===== config.mk =====
export PLATFORM = sky130hd
export DESIGN_NAME = approx_mul_ha_array_pipe
export DESIGN_NICKNAME = d
export VERILOG_FILES = /design/src/rtl/approx_mul_ha_array_pipe.sv
export SDC_FILE = /design/constraint.sdc
export NUM_CORES = 1
export LEC_CHECK = 0
export ABC_AREA = 1
export BUFFER_PORTS_ARGS = -buffer_cell sky130_fd_sc_hd__buf_2
export CAP_MARGIN = 20
export CELL_PAD_IN_SITES_DETAIL_PLACEMENT = 2
export CELL_PAD_IN_SITES_GLOBAL_PLACEMENT = 2
export CORE_MARGIN = 8
export CORE_UTILIZATION = 25
export CTS_BUF_LIST = sky130_fd_sc_hd__clkbuf_16
export DETAILED_ROUTE_END_ITERATION = 10
export PLACE_DENSITY_LB_ADDON = 0.1
export SLEW_MARGIN = 0
export SYNTH_ARGS = -nofsm -noshare
export SYNTH_HDL_FRONTEND = slang
export SYNTH_SLANG_ARGS = --single-unit

===== constraint.sdc =====
create_clock -name clk -period 3.6 [get_ports clk]
set_input_delay 0.54 -clock clk [delete_from_list [all_inputs] [get_ports clk]]
set_output_delay 0.54 -clock clk [all_outputs]
set_load 0.05 [all_outputs]

===== src/rtl/approx_mul_ha_array_pipe.sv =====
// Pipelined unsigned approximate multiplier: row pairs compressed by half-adder arrays,
// low-weight columns replaced by OR gates, with a saturating lost-carry counter.
module approx_mul_ha_array_pipe #(
   parameter int unsigned N        = 8,
   parameter int unsigned APPROX_W = 4,
   parameter int unsigned CNT_W    = 16
) (
   input  logic               clk,
   input  logic               rst,
   input  logic               in_valid,
   output logic               in_ready,
   input  logic [N-1:0]       x,
   input  logic [N-1:0]       y,
   input  logic               exact,
   output logic               out_valid,
   input  logic               out_ready,
   output logic [2*N-1:0]     prod,
   output logic [CNT_W-1:0]   err_cnt,
   input  logic               clr_cnt
);

   localparam int unsigned NP  = N / 2;
   localparam int unsigned P_W = 2 * N;
   localparam logic [CNT_W-1:0] CNT_MAX = '1;

   logic [NP-1:0][N:0]   w_t;
   logic [NP-1:0][N-2:0] w_b;
   logic                 w_coll;
   logic [NP-1:0][N:0]   r_t;
   logic [NP-1:0][N-2:0] r_b;
   logic                 r_s1_valid;
   logic                 r_s1_flag;
   logic [P_W-1:0]       w_sum;
   logic                 r_s2_valid;
   logic                 r_s2_flag;
   logic [P_W-1:0]       r_prod;
   logic [CNT_W-1:0]     r_cnt;
   logic                 w_s1_load;
   logic                 w_s2_load;
   logic                 w_accept;

   assign w_s2_load = !r_s2_valid | out_ready;
   assign w_s1_load = !r_s1_valid | w_s2_load;
   assign w_accept  = in_valid & w_s1_load;
   assign in_ready  = w_s1_load;
   assign out_valid = r_s2_valid;
   assign prod      = r_prod;
   assign err_cnt   = r_cnt;

   // Per-pair t/b compression; OR columns drop their carry and flag collisions
   always_comb begin
      logic w_pa;
      logic w_pb;
      w_t    = '0;
      w_b    = '0;
      w_coll = 1'b0;
      w_pa   = 1'b0;
      w_pb   = 1'b0;
      for (int k = 0; k < int'(NP); k++) begin
         w_t[k][0]   = y[0] & x[2*k];
         w_b[k][N-2] = y[N-1] & x[2*k+1];
         for (int c = 1; c < int'(N); c++) begin
            w_pa = y[c] & x[2*k];
            w_pb = y[c-1] & x[2*k+1];
            if (!exact && ((2*k + c) < int'(APPROX_W))) begin
               w_t[k][c] = w_pa | w_pb;
               if (w_pa & w_pb) w_coll = 1'b1;
            end else begin
               w_t[k][c] = w_pa ^ w_pb;
               if (c == int'(N) - 1) w_t[k][N]     = w_pa & w_pb;
               else                  w_b[k][c-1]   = w_pa & w_pb;
            end
         end
      end
   end

   // Final reduction of the registered pair arrays
   always_comb begin
      w_sum = '0;
      for (int k = 0; k < int'(NP); k++) begin
         w_sum = w_sum + (P_W'(r_t[k]) << (2*k)) + (P_W'(r_b[k]) << (2*k + 2));
      end
   end

   always_ff @(posedge clk or posedge rst) begin
      if (rst) begin
         r_s1_valid <= 1'b0;
         r_s1_flag  <= 1'b0;
         r_t        <= '0;
         r_b        <= '0;
      end else if (w_s1_load) begin
         r_s1_valid <= w_accept;
         if (w_accept) begin
            r_t       <= w_t;
            r_b       <= w_b;
            r_s1_flag <= w_coll;
         end
      end
   end

   always_ff @(posedge clk or posedge rst) begin
      if (rst) begin
         r_s2_valid <= 1'b0;
         r_s2_flag  <= 1'b0;
         r_prod     <= '0;
      end else if (w_s2_load) begin
         r_s2_valid <= r_s1_valid;
         if (r_s1_valid) begin
            r_prod    <= w_sum;
            r_s2_flag <= r_s1_flag;
         end
      end
   end

   // Clear has priority over a same-cycle increment
   always_ff @(posedge clk or posedge rst) begin
      if (rst) begin
         r_cnt <= '0;
      end else if (clr_cnt) begin
         r_cnt <= '0;
      end else if (r_s2_valid && out_ready && r_s2_flag && (r_cnt != CNT_MAX)) begin
         r_cnt <= r_cnt + CNT_W'(1);
      end
   end

endmodule


=== Word-level counts from Yosys, hierarchy flattened ===
Index checks and enable logic that the tools add are counted.
W data, S select, Z words.

* Flip-flop bits (word level): 100
* Bits in latches: 0
* Bits in writable memories: 0
* Bits in read-only memories: 0
* Output and inout bits: 34
* Word-level logic and storage cells: 176
* Memories: 0

* $add $sub $neg: 8
* Multiply operators: 0
* Divide/modulo/power cells: 0
* Magnitude comparators: 0
* Eq/ne operators: 1
* Shifts and indexed selects: 0
* Multiplexer cells: 18
* Bitwise operators: 127
* Reduce and logical (&&, ||, !) cells: 8

{| class="wikitable"
|+ Operators with widths
! kind !! number
|-
| $and A1 B1 Y1 || 93
|-
| $mux W16 || 2
|-
| $xor A1 B1 Y1 || 28
|-
| $add A15 B15 Y16 || 1
|-
| $add A16 B1 Y16 const B || 1
|-
| $add A16 B15 Y16 || 1
|-
| $mux W1 || 16
|-
| $ne A16 B16 Y1 const B || 1
|-
| $add A14 B13 Y15 || 1
|-
| $add A13 B13 Y14 || 1
|-
| $add A12 B11 Y13 || 1
|-
| $add A10 B11 Y12 || 1
|-
| $add A9 B9 Y10 || 1
|-
| $or A1 B1 Y1 || 6
|-
| $reduce_and A2 Y1 || 2
|-
| $logic_and A1 B1 Y1 || 3
|-
| $logic_not A1 Y1 || 2
|-
| $reduce_bool A2 Y1 || 1
|}

=== Longest topological paths before layout ===
* Depth after elaboration: 10
* Mapped depth: 18
* Depth with buffers taken out: 18

=== Worst setup path after synthesis ===
OpenSTA, ideal clock, no wires.

* Path type: reg-to-reg
* Start point: register r_t[8] in the netlist's numbering
* End point: register r_prod[10] (netlist: prod[10])
* Setup time: 0.082 ns
* Arrival time: 3.491 ns
* Required time: 3.518 ns
* Path slack: 0.028 ns
* Stages on the path, launching flop included: 15
* Buffers on the path: 0
* Clock period less this slack: 3.572 ns
* Cell sequence: dfrtp_1 > inv_1 > fa_1 > inv_1 > fa_1 > fa_1 > inv_1 > fa_1 > inv_1 > ha_1 > nand2_1 > nand3_1 > nand2_1 > or2_2 > a31oi_1

* Word-level cells in the longest chain between the ends: 7

{| class="wikitable"
|+ Ends and longest elaborated chain
! what !! RTL line !! text
|-
| start, declared || 29 || <nowiki>logic [NP-1:0][N:0] r_t;</nowiki>
|-
| start signal, assigned || 94 || <nowiki>r_t <= w_t;</nowiki>
|-
| $add A9 B9 Y10 || 81 || <nowiki>w_sum = w_sum + (P_W'(r_t[k]) << (2*k)) + (P_W'(r_b[k]) << (2*k + 2));</nowiki>
|-
| $add A10 B11 Y12 || 81 ||
|-
| $add A12 B11 Y13 || 81 ||
|-
| $add A13 B13 Y14 || 81 ||
|-
| $add A14 B13 Y15 || 81 ||
|-
| $add A15 B15 Y16 || 81 ||
|-
| $add A16 B15 Y16 || 81 ||
|-
| end signal, assigned || 109 || <nowiki>r_prod <= w_sum;</nowiki>
|-
| end, declared || 36 || <nowiki>logic [P_W-1:0] r_prod;</nowiki>
|}

No other way between the ends.
A chain may end at the register's enable or synchronous reset.

=== Worst setup path after layout ===
* Start point: register r_t[7] in the netlist's numbering
* End point: register r_prod[12] (netlist: prod[12])

Same word-level chain as after synthesis.

==> metrics.cfg <==
[setup_path]
path_max_fanout=3
end_kind=register
cp.arrival_ns=3.85
reg2reg_slack_ns=0.04
cp-start-kind=register
critical_path_class=reg2reg
setup.worst_path.start=r_t[7]
timing.rr.end=prod[12]
crit_end=prod[12]
reg2reg_depth=14
r2r-start=r_t[7]
cp.required_ns=3.89

[placed_design]
port_buffers=55
place.gp.congestion=0.777
post_dp_cell_area_mm2=0.00756
dpl.hpwl_mm=16.2
place_ws_ns=-0.237

[clock_tree]
cts.sinks=100
cts_buffer_depth=2
clk_latency_ns=0.36
clkSlewWorstSetupHoldPaths_ns=0.08
ctsHoldBuffers=0
cts_max_level=3
root_buffer=clkbuf_16
cts_buffers=9
cts_tree=yes

[final_layout]
multi_input_area_mm2=0.00366
drive_above_1_share=0.177
areaGrowthSynthToFinish_pct=19.7
regArea_mm2=0.00250
layout.nets=1036
postLayoutCellArea_mm2=0.00809
final_util=0.303
num-fill-cells=3166
antenna_cells=0

[synth]
synthFlopType=dfrtp_1
synth.most_common_cell=nand2_1
synthTopCellsByCount=nand2_1, inv_1, dfrtp_1, ha_1, o21ai_0
synth_top_area_frac=0.370
synth_cell_type_count=32
synth_nets=972
ys_async_sr_fraction=1.00
yosys_register_bits=100
ys_seq_area_frac=0.370
syn_area_mm2=0.00676
synthTopCellsByArea=dfrtp_1, nand2_1, fa_1, ha_1, inv_1
synth.avg_cell_area_um2=7.93
yosys.area.top_type=dfrtp_1
syn-instance-count=852
yosysWarnings=0
synth_edf_count=0

[floorplan]
die_x_um=180
die_y_um=180
fp-row-count=60
design.core.area_mm2=0.0267
start_util=0.253
die_area_mm2=0.0326
ios=56

[drt]
viasPerCell=4.40
dr.pass1.iters=4
route.detailed.drc=0
wirelength_mm=21.2
ant_nets=0
drt_iter0_drc=189
num_vias=5547
wire_per_inst_um=16.8

[global_route]
grt_pass1_wl_mm=35.1
grt_max_degree=57
use_met1=0.176
antenna_found_initial=0
overflow=0
gr-usage-met2=0.229
grt.total_usage=0.136
grt_pass1_vias=6455
grt.busiest_layer=met2
grtUsageMet3=0.0270

[sta]
finClkSkew_ns=0.0120
rsz0062_at_grt=yes
hold_viol=0
hold_slack_ns=0.307
period_share=0.989
layout_setup_ws_ns=0.0387
slew_viol_final=0
fin_crit_ns=3.56
setup_viol=0
relSlewSlack=0.491
tightest_slew_ns=0.763
finalSetupTns_ns=0
fmax_mhz=281

[pwr]
p_clk_frac=0.196
p_per_area_mw_per_mm2=646
p_int_uw=2970
ir_drop_uv=243
comb_power_share=0.540
p_seq_frac=0.264
power.net_switching_uw=2260
switching_share=0.432
cellLeakagePower_uw=0.00456

[flow_run]
drv_cap=0

[hold_path]
holdCritPathClass=in2async

[run_status]
status=completed

==> worst min-delay path by stage <==
stage	depth (start not counted)	from	endpoint
final	2	rst	err_cnt[2]
after CTS	2	rst	err_cnt[2]
after global routing	2	rst	err_cnt[2]
after detailed placement	2	prod[15]	prod[15]
after floorplan	2	r_s1_flag	r_s2_flag
after global placement	2	prod[7]	prod[7]
==> metrics by stage <==
step / total power, uW / cells
2_1_floorplan: 2940 / 852
6_report: 5230 / 1262
3_3_place_gp: 3710 / 1243
3_5_place_dp: 3770 / 1243
4_1_cts: 5130 / 1261
5_1_grt: 5690 / 1262
==> critical path, stage by stage (launching register included) <==
cell and delay [ns]:
dfrtp_1 0.34, inv_2 0.05, fa_1 0.54, inv_2 0.04, fa_1 0.55, fa_1 0.46
fa_2 0.54, fa_2 0.43, nand2_2 0.09, nand3_4 0.08, nand3_2 0.07, nand2_2 0.06
a21oi_2 0.11, o21ai_1 0.08, nand2_1 0.06
==> cell families (layout without fill, tap and decap cells) <==
kind of cell / count (synthesis) / after routing / share of synthesized area
buf+inv: 204 / 273 / 0.117
flops: 100 / 100 / 0.370
fa+ha+maj: 98 / 98 / 0.224
simple gates: 376 / 376 / 0.226
compound gates: 66 / 66 / 0.0526
xor+xnor: 8 / 8 / 0.0104
==> state kept, by name (all words and copies together) (netlist names) <==
| name | cells |
|---|---|
| out_valid | 1 |
| r_b | 28 |
| err_cnt | 16 |
| r_t | 36 |
| r_s1_valid | 1 |
| r_s1_flag | 1 |
| prod | 16 |
| r_s2_flag | 1 |
==> routing by layer <==
| layer | share of wire | wire length (um) |
|---|---|---|
| met5 | 0 | 0 |
| met4 | 0.011 | 225 |
| met3 | 0.027 | 579 |
| met2 | 0.47 | 9980 |
| met1 | 0.49 | 10400 |
==> final cells by class <==
| cell class | instances | share of cell area |
|---|---|---|
| inverter | 167 | 0.0781 |
| clock inverter | 7 | 0.00959 |
| sequential | 100 | 0.309 |
| multi-input combinational | 548 | 0.453 |
| timing repair buffer | 90 | 0.0696 |
| tap | 341 | 0.0527 |
| clock buffer | 9 | 0.0278 |
==> placed cells by master (no fill, tap or decap), types with 2 or more instances in the layout <==
cell / instances
clkinv_4: 2
inv_1: 149
a21oi_2: 2
fa_2: 3
o21bai_1: 3
nand2_1: 288
o21ai_0: 51
inv_4: 2
nand3_2: 4
buf_2: 55
o21ai_1: 3
ha_1: 50
nor2_1: 26
a21oi_1: 2
clkbuf_16: 9
fa_1: 35
xor2_1: 6
buf_12: 2
nand2_2: 9
ha_4: 8
inv_2: 17
dfrtp_1: 100
clkinvlp_4: 2
ha_2: 2
nand4_1: 15
nand3_1: 24
nor2_4: 2
buf_4: 33
==> power by group through the flow <==
stage	clock network, uW	logic, uW	registers (uW)
global placement	0	2320	1390
global route	1100	3180	1410
CTS	1080	2670	1380
floorplan	0	1280	1660
detailed placement	0	2370	1400
finish	1020	2820	1380
==> what timing repair did <==
| item | in CTS | in global routing |
|---|---|---|
| setup endpoints to repair | 8 | 8 |
| buffers inserted | 2 | 1 |
| gates cloned | 0 | 0 |
| resized for setup | 32 | 20 |
| pin swaps | 23 | 13 |
Power figures use the tool's default switching activity.
